[src/rtl/bus_route_arb.sv]
// bus_route_arb: two-master round-robin front end for a bank of register slaves.
// Registered command stage toward the slaves, tracked two-stage read-return
// pipeline that steers slave read data back to the issuing master, and a
// decode-error response for address regions with no slave behind them.
module bus_route_arb #(
  parameter int          AW       = 16,
  parameter int          DW       = 16,
  parameter int          N_SLV    = 3,
  parameter int          SEL_W    = $clog2(N_SLV),
  parameter logic [15:0] ERR_DATA = 16'hDEAD
) (
  input  logic                clk,
  input  logic                rst_n,
  // master 0
  input  logic                bus_cmd_valid_mst0,
  input  logic                bus_op_mst0,
  input  logic [AW-1:0]       bus_addr_mst0,
  input  logic [DW-1:0]       bus_wr_data_mst0,
  output logic                bus_ready_mst0,
  output logic                bus_rd_valid_mst0,
  output logic [DW-1:0]       bus_rd_data_mst0,
  output logic                bus_err_mst0,
  // master 1
  input  logic                bus_cmd_valid_mst1,
  input  logic                bus_op_mst1,
  input  logic [AW-1:0]       bus_addr_mst1,
  input  logic [DW-1:0]       bus_wr_data_mst1,
  output logic                bus_ready_mst1,
  output logic                bus_rd_valid_mst1,
  output logic [DW-1:0]       bus_rd_data_mst1,
  output logic                bus_err_mst1,
  // slave side
  output logic [N_SLV-1:0]    bus_cmd_valid_slv,
  output logic                bus_op_slv,
  output logic [AW-1:0]       bus_addr_slv,
  output logic [DW-1:0]       bus_wr_data_slv,
  input  logic [N_SLV*DW-1:0] bus_rd_data_slv
);

  // Error word, zero-extended or truncated to the data width.
  localparam logic [DW-1:0] ERR_WORD = DW'(ERR_DATA);

  logic             rr;
  logic             grant0, grant1, accept;
  logic             sel_op;
  logic [AW-1:0]    sel_addr, addr_masked;
  logic [DW-1:0]    sel_wr_data;
  logic [SEL_W-1:0] idx;
  logic             hit;
  logic [N_SLV-1:0] strobe_next;
  logic [DW-1:0]    slv_data [N_SLV];

  // Read-tracking pipeline: stage 1 lines up with the slave strobe,
  // stage 2 with the cycle the slave presents its registered data.
  logic             s1_valid, s1_mst, s1_err;
  logic [SEL_W-1:0] s1_idx;
  logic             s2_valid, s2_mst, s2_err;
  logic [SEL_W-1:0] s2_idx;
  logic [DW-1:0]    ret_data;

  // A lone requester always wins; on contention the pointer decides.
  assign grant0 = bus_cmd_valid_mst0 & (~bus_cmd_valid_mst1 | ~rr);
  assign grant1 = bus_cmd_valid_mst1 & (~bus_cmd_valid_mst0 |  rr);
  assign accept = grant0 | grant1;

  assign bus_ready_mst0 = grant0;
  assign bus_ready_mst1 = grant1;

  // Select the winning master's command and decode its slave index.
  always_comb begin
    sel_op      = grant1 ? bus_op_mst1      : bus_op_mst0;
    sel_addr    = grant1 ? bus_addr_mst1    : bus_addr_mst0;
    sel_wr_data = grant1 ? bus_wr_data_mst1 : bus_wr_data_mst0;
    idx         = sel_addr[AW-1 -: SEL_W];
    hit         = int'(idx) < N_SLV;
    addr_masked = sel_addr;
    addr_masked[AW-1 -: SEL_W] = '0;
  end

  genvar gi;
  generate
    for (gi = 0; gi < N_SLV; gi++) begin : g_slv
      assign strobe_next[gi] = accept & hit & (idx == SEL_W'(gi));
      assign slv_data[gi]    = bus_rd_data_slv[gi*DW +: DW];
    end
  endgenerate

  // Pick the returning slave's word, or the error word for unmapped reads.
  always_comb begin
    ret_data = s2_err ? ERR_WORD : '0;
    for (int k = 0; k < N_SLV; k++) begin
      if (!s2_err && s2_idx == SEL_W'(k)) ret_data = slv_data[k];
    end
  end

  // Round-robin pointer flips on every accepted command.
  always_ff @(posedge clk or negedge rst_n) begin
    if (!rst_n)      rr <= 1'b0;
    else if (accept) rr <= ~rr;
  end

  // Registered command stage; strobe is a single-cycle pulse per accept.
  always_ff @(posedge clk or negedge rst_n) begin
    if (!rst_n) begin
      bus_cmd_valid_slv <= '0;
      bus_op_slv        <= 1'b0;
      bus_addr_slv      <= '0;
      bus_wr_data_slv   <= '0;
    end else begin
      bus_cmd_valid_slv <= strobe_next;
      if (accept) begin
        bus_op_slv      <= sel_op;
        bus_addr_slv    <= addr_masked;
        bus_wr_data_slv <= sel_wr_data;
      end
    end
  end

  // Shift read tags down the pipeline; writes never enter it.
  always_ff @(posedge clk or negedge rst_n) begin
    if (!rst_n) begin
      s1_valid <= 1'b0; s1_mst <= 1'b0; s1_err <= 1'b0; s1_idx <= '0;
      s2_valid <= 1'b0; s2_mst <= 1'b0; s2_err <= 1'b0; s2_idx <= '0;
    end else begin
      s1_valid <= accept & ~sel_op;
      s1_mst   <= grant1;
      s1_err   <= ~hit;
      s1_idx   <= idx;
      s2_valid <= s1_valid;
      s2_mst   <= s1_mst;
      s2_err   <= s1_err;
      s2_idx   <= s1_idx;
    end
  end

  // Deliver the return to the issuing master; data holds between returns.
  always_ff @(posedge clk or negedge rst_n) begin
    if (!rst_n) begin
      bus_rd_valid_mst0 <= 1'b0; bus_err_mst0 <= 1'b0; bus_rd_data_mst0 <= '0;
      bus_rd_valid_mst1 <= 1'b0; bus_err_mst1 <= 1'b0; bus_rd_data_mst1 <= '0;
    end else begin
      bus_rd_valid_mst0 <= s2_valid & ~s2_mst;
      bus_err_mst0      <= s2_valid & ~s2_mst & s2_err;
      bus_rd_valid_mst1 <= s2_valid &  s2_mst;
      bus_err_mst1      <= s2_valid &  s2_mst & s2_err;
      if (s2_valid && !s2_mst) bus_rd_data_mst0 <= ret_data;
      if (s2_valid &&  s2_mst) bus_rd_data_mst1 <= ret_data;
    end
  end

endmodule

[config.mk]
export PLATFORM = sky130hd
export DESIGN_NAME = bus_route_arb
export DESIGN_NICKNAME = d
export VERILOG_FILES = /design/src/rtl/bus_route_arb.sv
export SDC_FILE = /design/constraint.sdc
export NUM_CORES = 1
export LEC_CHECK = 0
export BUFFER_PORTS_ARGS = -buffer_cell sky130_fd_sc_hd__buf_4
export CAP_MARGIN = 20
export CELL_PAD_IN_SITES_DETAIL_PLACEMENT = 1
export CELL_PAD_IN_SITES_GLOBAL_PLACEMENT = 2
export CORE_ASPECT_RATIO = 1.25
export CORE_UTILIZATION = 27
export CTS_BUF_LIST = sky130_fd_sc_hd__clkbuf_2
export CTS_CLUSTER_DIAMETER = 120
export DETAILED_ROUTE_END_ITERATION = 8
export PLACE_DENSITY_LB_ADDON = 0.1
export SLEW_MARGIN = 10
export SYNTH_ARGS = -nofsm -noshare
export SYNTH_HDL_FRONTEND = slang
export SYNTH_SLANG_ARGS = --single-unit
[constraint.sdc]
create_clock -name clk -period 1.7 [get_ports clk]
set_input_delay 0.34 -clock clk [delete_from_list [all_inputs] [get_ports clk]]
set_output_delay 0.34 -clock clk [all_outputs]
set_load 0.005 [all_outputs]
Word-level counts from Yosys, hierarchy flattened
Cells that the tools add are included.

Magnitude comparators: 1. Equal/unequal tests: 4. Muxes and demuxes: 7. Bitwise operators: 20. Reductions and logical operators: 9.

Operators by type and width (count): 16-bit 2-to-1 mux (6); 1-bit AND (11); 1-bit NOT (6); 1-bit logical AND (5); 2-bit by 1-bit equality test with 1-bit output, second input constant (2); 2-bit equality test, second input constant (2); 2-bit zero test (2); 1-bit OR (3); 1-bit zero test (2); 2-bit less-than comparator, second input constant (1); 1-bit 2-to-1 mux (1).

Flip-flop bits (word level): 81. Input bits: 118. Output and inout bits: 74. Word-level logic and storage cells: 60.

Depth between registers and ports, before layout
Word-level depth: 7. Depth in mapped cells: 6.

Worst setup path before layout
Ideal clock, no wire load.

Path kind: input-to-reg. Start point: in bus_cmd_valid_mst0. End point: reg s1_idx[0]. Setup time: 0.128 ns. Data arrival time: 1.208 ns. Setup slack: 0.365 ns. Stages: 4. Path buffers: 1. Cell sequence: buf_2 nor2b_2 nand2b_1 mux2_1.

Cells in the longest elaborated chain, start to end: 4.

Ends and longest elaborated chain: start: declaration (RTL line 15) `input logic bus_cmd_valid_mst0,`; 1-bit NOT (RTL line 63) `assign grant1 = bus_cmd_valid_mst1 & (~bus_cmd_valid_mst0 | rr);`; 1-bit OR (RTL line 63); 1-bit AND (RTL line 63); 16-bit 2-to-1 mux (RTL line 72) `sel_addr = grant1 ? bus_addr_mst1 : bus_addr_mst0;`; net sel_addr[14] (RTL line 46) `logic [AW-1:0] sel_addr, addr_masked;`; end signal: assignment (RTL line 128) `s1_idx <= idx;`; end: declaration (RTL line 56) `logic [SEL_W-1:0] s1_idx;`.

The timed path passes the listed nets, and every way through them passes these cells. A chain may end at the register's enable or synchronous reset.

Worst setup path after layout
Start point: reg rr. End point: out bus_ready_mst1.

Cells in the longest elaborated chain, start to end: 2.

Ends and longest elaborated chain: start: declaration (RTL line 43) `logic rr;`; start signal: assignment (RTL line 99) `else if (accept) rr <= ~rr;`; 1-bit OR (RTL line 63); 1-bit AND (RTL line 63); end: declaration (RTL line 28) `output logic bus_ready_mst1,`.

Every way passes these cells.

==> metrics.log <==
INFO  metric async_sr_flop_fraction = 100%
INFO  metric max_freq = 0.559 GHz
INFO  metric routed-via-count = 3809
INFO  metric wire_per_inst = 16.7 um
INFO  metric hold_class = input port to register
INFO  metric ir_drop = 0.000439 V
INFO  metric grt_use_total = 18.1%
INFO  metric layout-area-overhead-vs-synth = 59.9%
INFO  metric p_int = 4.44 mW
INFO  metric synth_seq_cells = 81
INFO  metric die-width = 109 um
INFO  metric totalPowerFinal = 6.73 mW
INFO  metric synthesis.yosys.warnings = 0
INFO  metric clock_skew_after_layout = 34.8 ps
INFO  metric timing_max_transition_violations_final = 0
INFO  metric netSwitchingFraction = 34.0%
INFO  metric coreArea = 13900 sq um
INFO  metric cp-end-kind = output port
INFO  metric place.port_buffers = 189
INFO  metric layout_cell_share_with_drive_strength_beyond_1 = 43.3%
INFO  metric clock_tree_from_tritoncts = yes
INFO  metric clock_insertion_delay_worst_skew = 560 ps
INFO  metric power_density = 1090 nW/um^2
INFO  metric regArea = 2030 sq um
INFO  metric ant_nets = 0
INFO  metric critical_path_arrival = 1450 ps
INFO  metric r2r_setup_slack = 130 ps
INFO  metric netlist_instances = 367
INFO  metric clock_power_share = 16.6%
INFO  metric synth-seq-area-share = 52.3%
INFO  metric num-nets-final = 727
INFO  metric synthDistinctLibCells = 35
INFO  metric cts_root_buffer = sky130_fd_sc_hd__clkbuf_2
INFO  metric outcome = complete, but fails checks
INFO  metric cts_made_buffers = 9
INFO  metric cts_buffer_depth = 2
INFO  metric setup_repair_after_global_routing_missed_its_margin = yes
INFO  metric hpwl_reported_at_the_end_of_detailed_placement = 9180 um
INFO  metric leakage = 2.98 nW
INFO  metric power_frac_seq = 42.4%
INFO  metric die-area = 14800 sq um
INFO  metric wire_length_of_the_first_global_routing_pass = 20600 um
INFO  metric antenna_violations_before_repair = 1
INFO  metric dieHeight = 136 um
INFO  metric synth_enable_flop_cells = 0
INFO  metric postLayoutSetupSlackWorst = -87.6 ps
INFO  metric final-setup-viol-count = 2
INFO  metric synth_area_per_cell = 10.6 sq um
INFO  metric multi_input_comb_area = 1580 sq um
INFO  metric timing.final.crit_share = 105%
INFO  metric design.portCount = 192
INFO  metric clock_tree.htree_level_count = 3
INFO  metric critical_path.startpoint_type = register
INFO  metric period_needed = 1790 ps
INFO  metric drc_errors = 0
INFO  metric max_cap_violations = 0
INFO  metric p_sw = 2.29 mW
INFO  metric avgViaCountPerCell = 4.82
INFO  metric hold_fails_final_rpt = 0
INFO  metric rows = 48
INFO  metric clock_sinks = 81
INFO  metric synth_ff_type = sky130_fd_sc_hd__dfrtp_1
INFO  metric fill_cells = 1580
INFO  metric netlist_area_before_placement = 3870 sq um
INFO  metric worst-endpoint-required = 1360 ps
INFO  metric first_global_vias = 4132
INFO  metric drt_pass1_iterations = 4
INFO  metric placed_insts = 720
INFO  metric crit_path_class = register to output port
INFO  metric grt_overflow = 0
INFO  metric critical_path_peak_fanout = 3
INFO  metric number_of_design_rule_violations_left_by_the_first_detailed_router_iteration = 97
INFO  metric maximum_number_of_pins_on_one_net_before_global_route_repair = 82
INFO  metric layoutNonFillerInstCount = 790
INFO  metric comb_power_share = 41.0%
INFO  metric globalplace.congestion = 0.717
INFO  metric violations = setup timing
INFO  metric clkSlewWorstSetupHoldPaths = 250 ps
INFO  metric routed_wl = 13200 um
INFO  metric initial_core_util = 27.8%
-- worst max-delay path, cell delays in order, from the launching register on --
cell and delay, ps:
sky130_fd_sc_hd__dfrtp_1 480, sky130_fd_sc_hd__nor2b_4 130, sky130_fd_sc_hd__nand2b_4 130, sky130_fd_sc_hd__inv_2 40, sky130_fd_sc_hd__buf_6 110
-- layout make-up --
cell class                 instances  share of cell area, %
tap                              175                   3.54
clock inverter                     7                   1.23
inverter                          35                   2.12
sequential                        81                   32.7
clock buffer                       9                  0.727
multi-input combinational        223                   25.6
antenna                            1                 0.0404
timing repair buffer             259                   34.0
-- layer usage --
metal | share of wire, % | vias to the layer above | track usage [%]
li1 | - | 1802 | -
met2 | 53 | 125 | 32.3
met3 | 6.5 | 17 | 5.23
met4 | 1.7 | 0 | 6.46
met5 | 0 | - | 0
met1 | 39 | 1865 | 20.0
-- Yosys cell counts (all sizes together), types with 2 or more instances --
library cell,count,share of area (%)
nand2,13,1.3
a21oi,3,0.39
o2bb2ai,5,1.1
mux2,32,9.3
o22ai,31,5.0
nand2b,2,0.32
a22o,10,2.3
inv,35,3.4
or2,11,1.8
nor2b,4,0.71
a31oi,52,8.4
o21ai,5,0.65
clkbuf,11,1.1
buf,18,2.9
or4b,2,0.52
mux2i,17,4.4
nor2,26,2.6
dfrtp,81,52
-- cell families (layout without fill, tap and decap cells) --
family                    count (synthesis)  in the layout  synth area share (%)
muxes                                    49             49                  13.7
AOI/OAI and AO/OA                       109            109                  18.5
and+or+nand+nor                          62             62                  7.82
xor gates and xnor gates                  1              1                 0.226
other                                     1              3                0.0968
buffers and inverters                    64            310                  7.36
DFF                                      81             81                  52.3
-- stage by stage --
stage                     util [%]  hold WS, ps  setup TNS [ps]  worst slack [ps]  instance area (sq um)
final                         44.4         61.4            -153             -87.6                   6190
after global routing          44.4       -0.973            -409              -219                   6190
after CTS                     44.1        0.419            -309              -161                   6140
after detailed placement      39.7          336               0               115                   5530
after global placement        39.7          333               0               164                   5530
after floorplan                  -         44.4               0               365                   3880
-- registers in the layout (all words and copies together) (netlist names) --
signal             cells
s1_idx                 2
s2_err                 1
s1_err                 1
bus_cmd_valid_slv      3
rr                     1
bus_err_mst1           1
bus_wr_data_slv       16
bus_op_slv             1
bus_rd_data_mst0      16
s2_mst                 1
bus_addr_slv          14
s1_mst                 1
s1_valid               1
bus_rd_valid_mst1      1
bus_err_mst0           1
bus_rd_data_mst1      16
s2_idx                 2
bus_rd_valid_mst0      1
s2_valid               1
-- power by group through the flow --
stage	clock [mW]	sequential, mW	combinational, mW
6_report	1.12	2.85	2.76
5_1_grt	1.25	2.94	3.03
4_1_cts	1.18	2.87	2.80
3_5_place_dp	0	2.90	2.66
3_3_place_gp	0	2.88	2.60
2_1_floorplan	0	2.89	1.10
-- cell usage in the layout, fill, tap and decap left out, types with 2 or more instances in the layout --
cell	count
sky130_fd_sc_hd__a21oi_1	3
sky130_fd_sc_hd__a22o_1	10
sky130_fd_sc_hd__a31oi_1	52
sky130_fd_sc_hd__buf_12	3
sky130_fd_sc_hd__buf_4	207
sky130_fd_sc_hd__buf_6	2
sky130_fd_sc_hd__clkbuf_2	9
sky130_fd_sc_hd__clkinvlp_4	2
sky130_fd_sc_hd__conb_1	2
sky130_fd_sc_hd__dfrtp_1	81
sky130_fd_sc_hd__dlygate4sd3_1	47
sky130_fd_sc_hd__inv_1	31
sky130_fd_sc_hd__inv_2	4
sky130_fd_sc_hd__inv_6	3
sky130_fd_sc_hd__mux2_1	7
sky130_fd_sc_hd__mux2_2	25
sky130_fd_sc_hd__mux2i_1	17
sky130_fd_sc_hd__nand2_1	13
sky130_fd_sc_hd__nor2_1	25
sky130_fd_sc_hd__nor2b_1	3
sky130_fd_sc_hd__o21ai_0	3
sky130_fd_sc_hd__o21ai_1	2
sky130_fd_sc_hd__o22ai_1	31
sky130_fd_sc_hd__o2bb2ai_1	5
sky130_fd_sc_hd__or2_1	6
sky130_fd_sc_hd__or2_2	5
sky130_fd_sc_hd__or4b_1	2
-- path summary, 6_finish.rpt --
kind                                  start                  end  depth (start not counted)
setup / recovery                         rr       bus_ready_mst1                          4
hold reg to reg                    s1_valid             s2_valid                          0
setup reg to reg                         rr      bus_addr_slv[7]                          6
hold / removal             bus_addr_mst1[1]      bus_addr_slv[1]                          3
min in group asynchronous             rst_n  bus_rd_data_mst0[4]                          3
max in group asynchronous             rst_n      bus_addr_slv[5]                          3
-- what timing repair did --
action                                  4_1_cts  5_1_grt
hold buffers                                 44        3
hold endpoints to repair                    133        4
endpoints found under the setup margin        2        2
gates cloned                                  0        0
pin swaps                                     1        1
setup buffers                                 4        2
resized for setup                             8        0
Power figures use the tool's default switching activity.
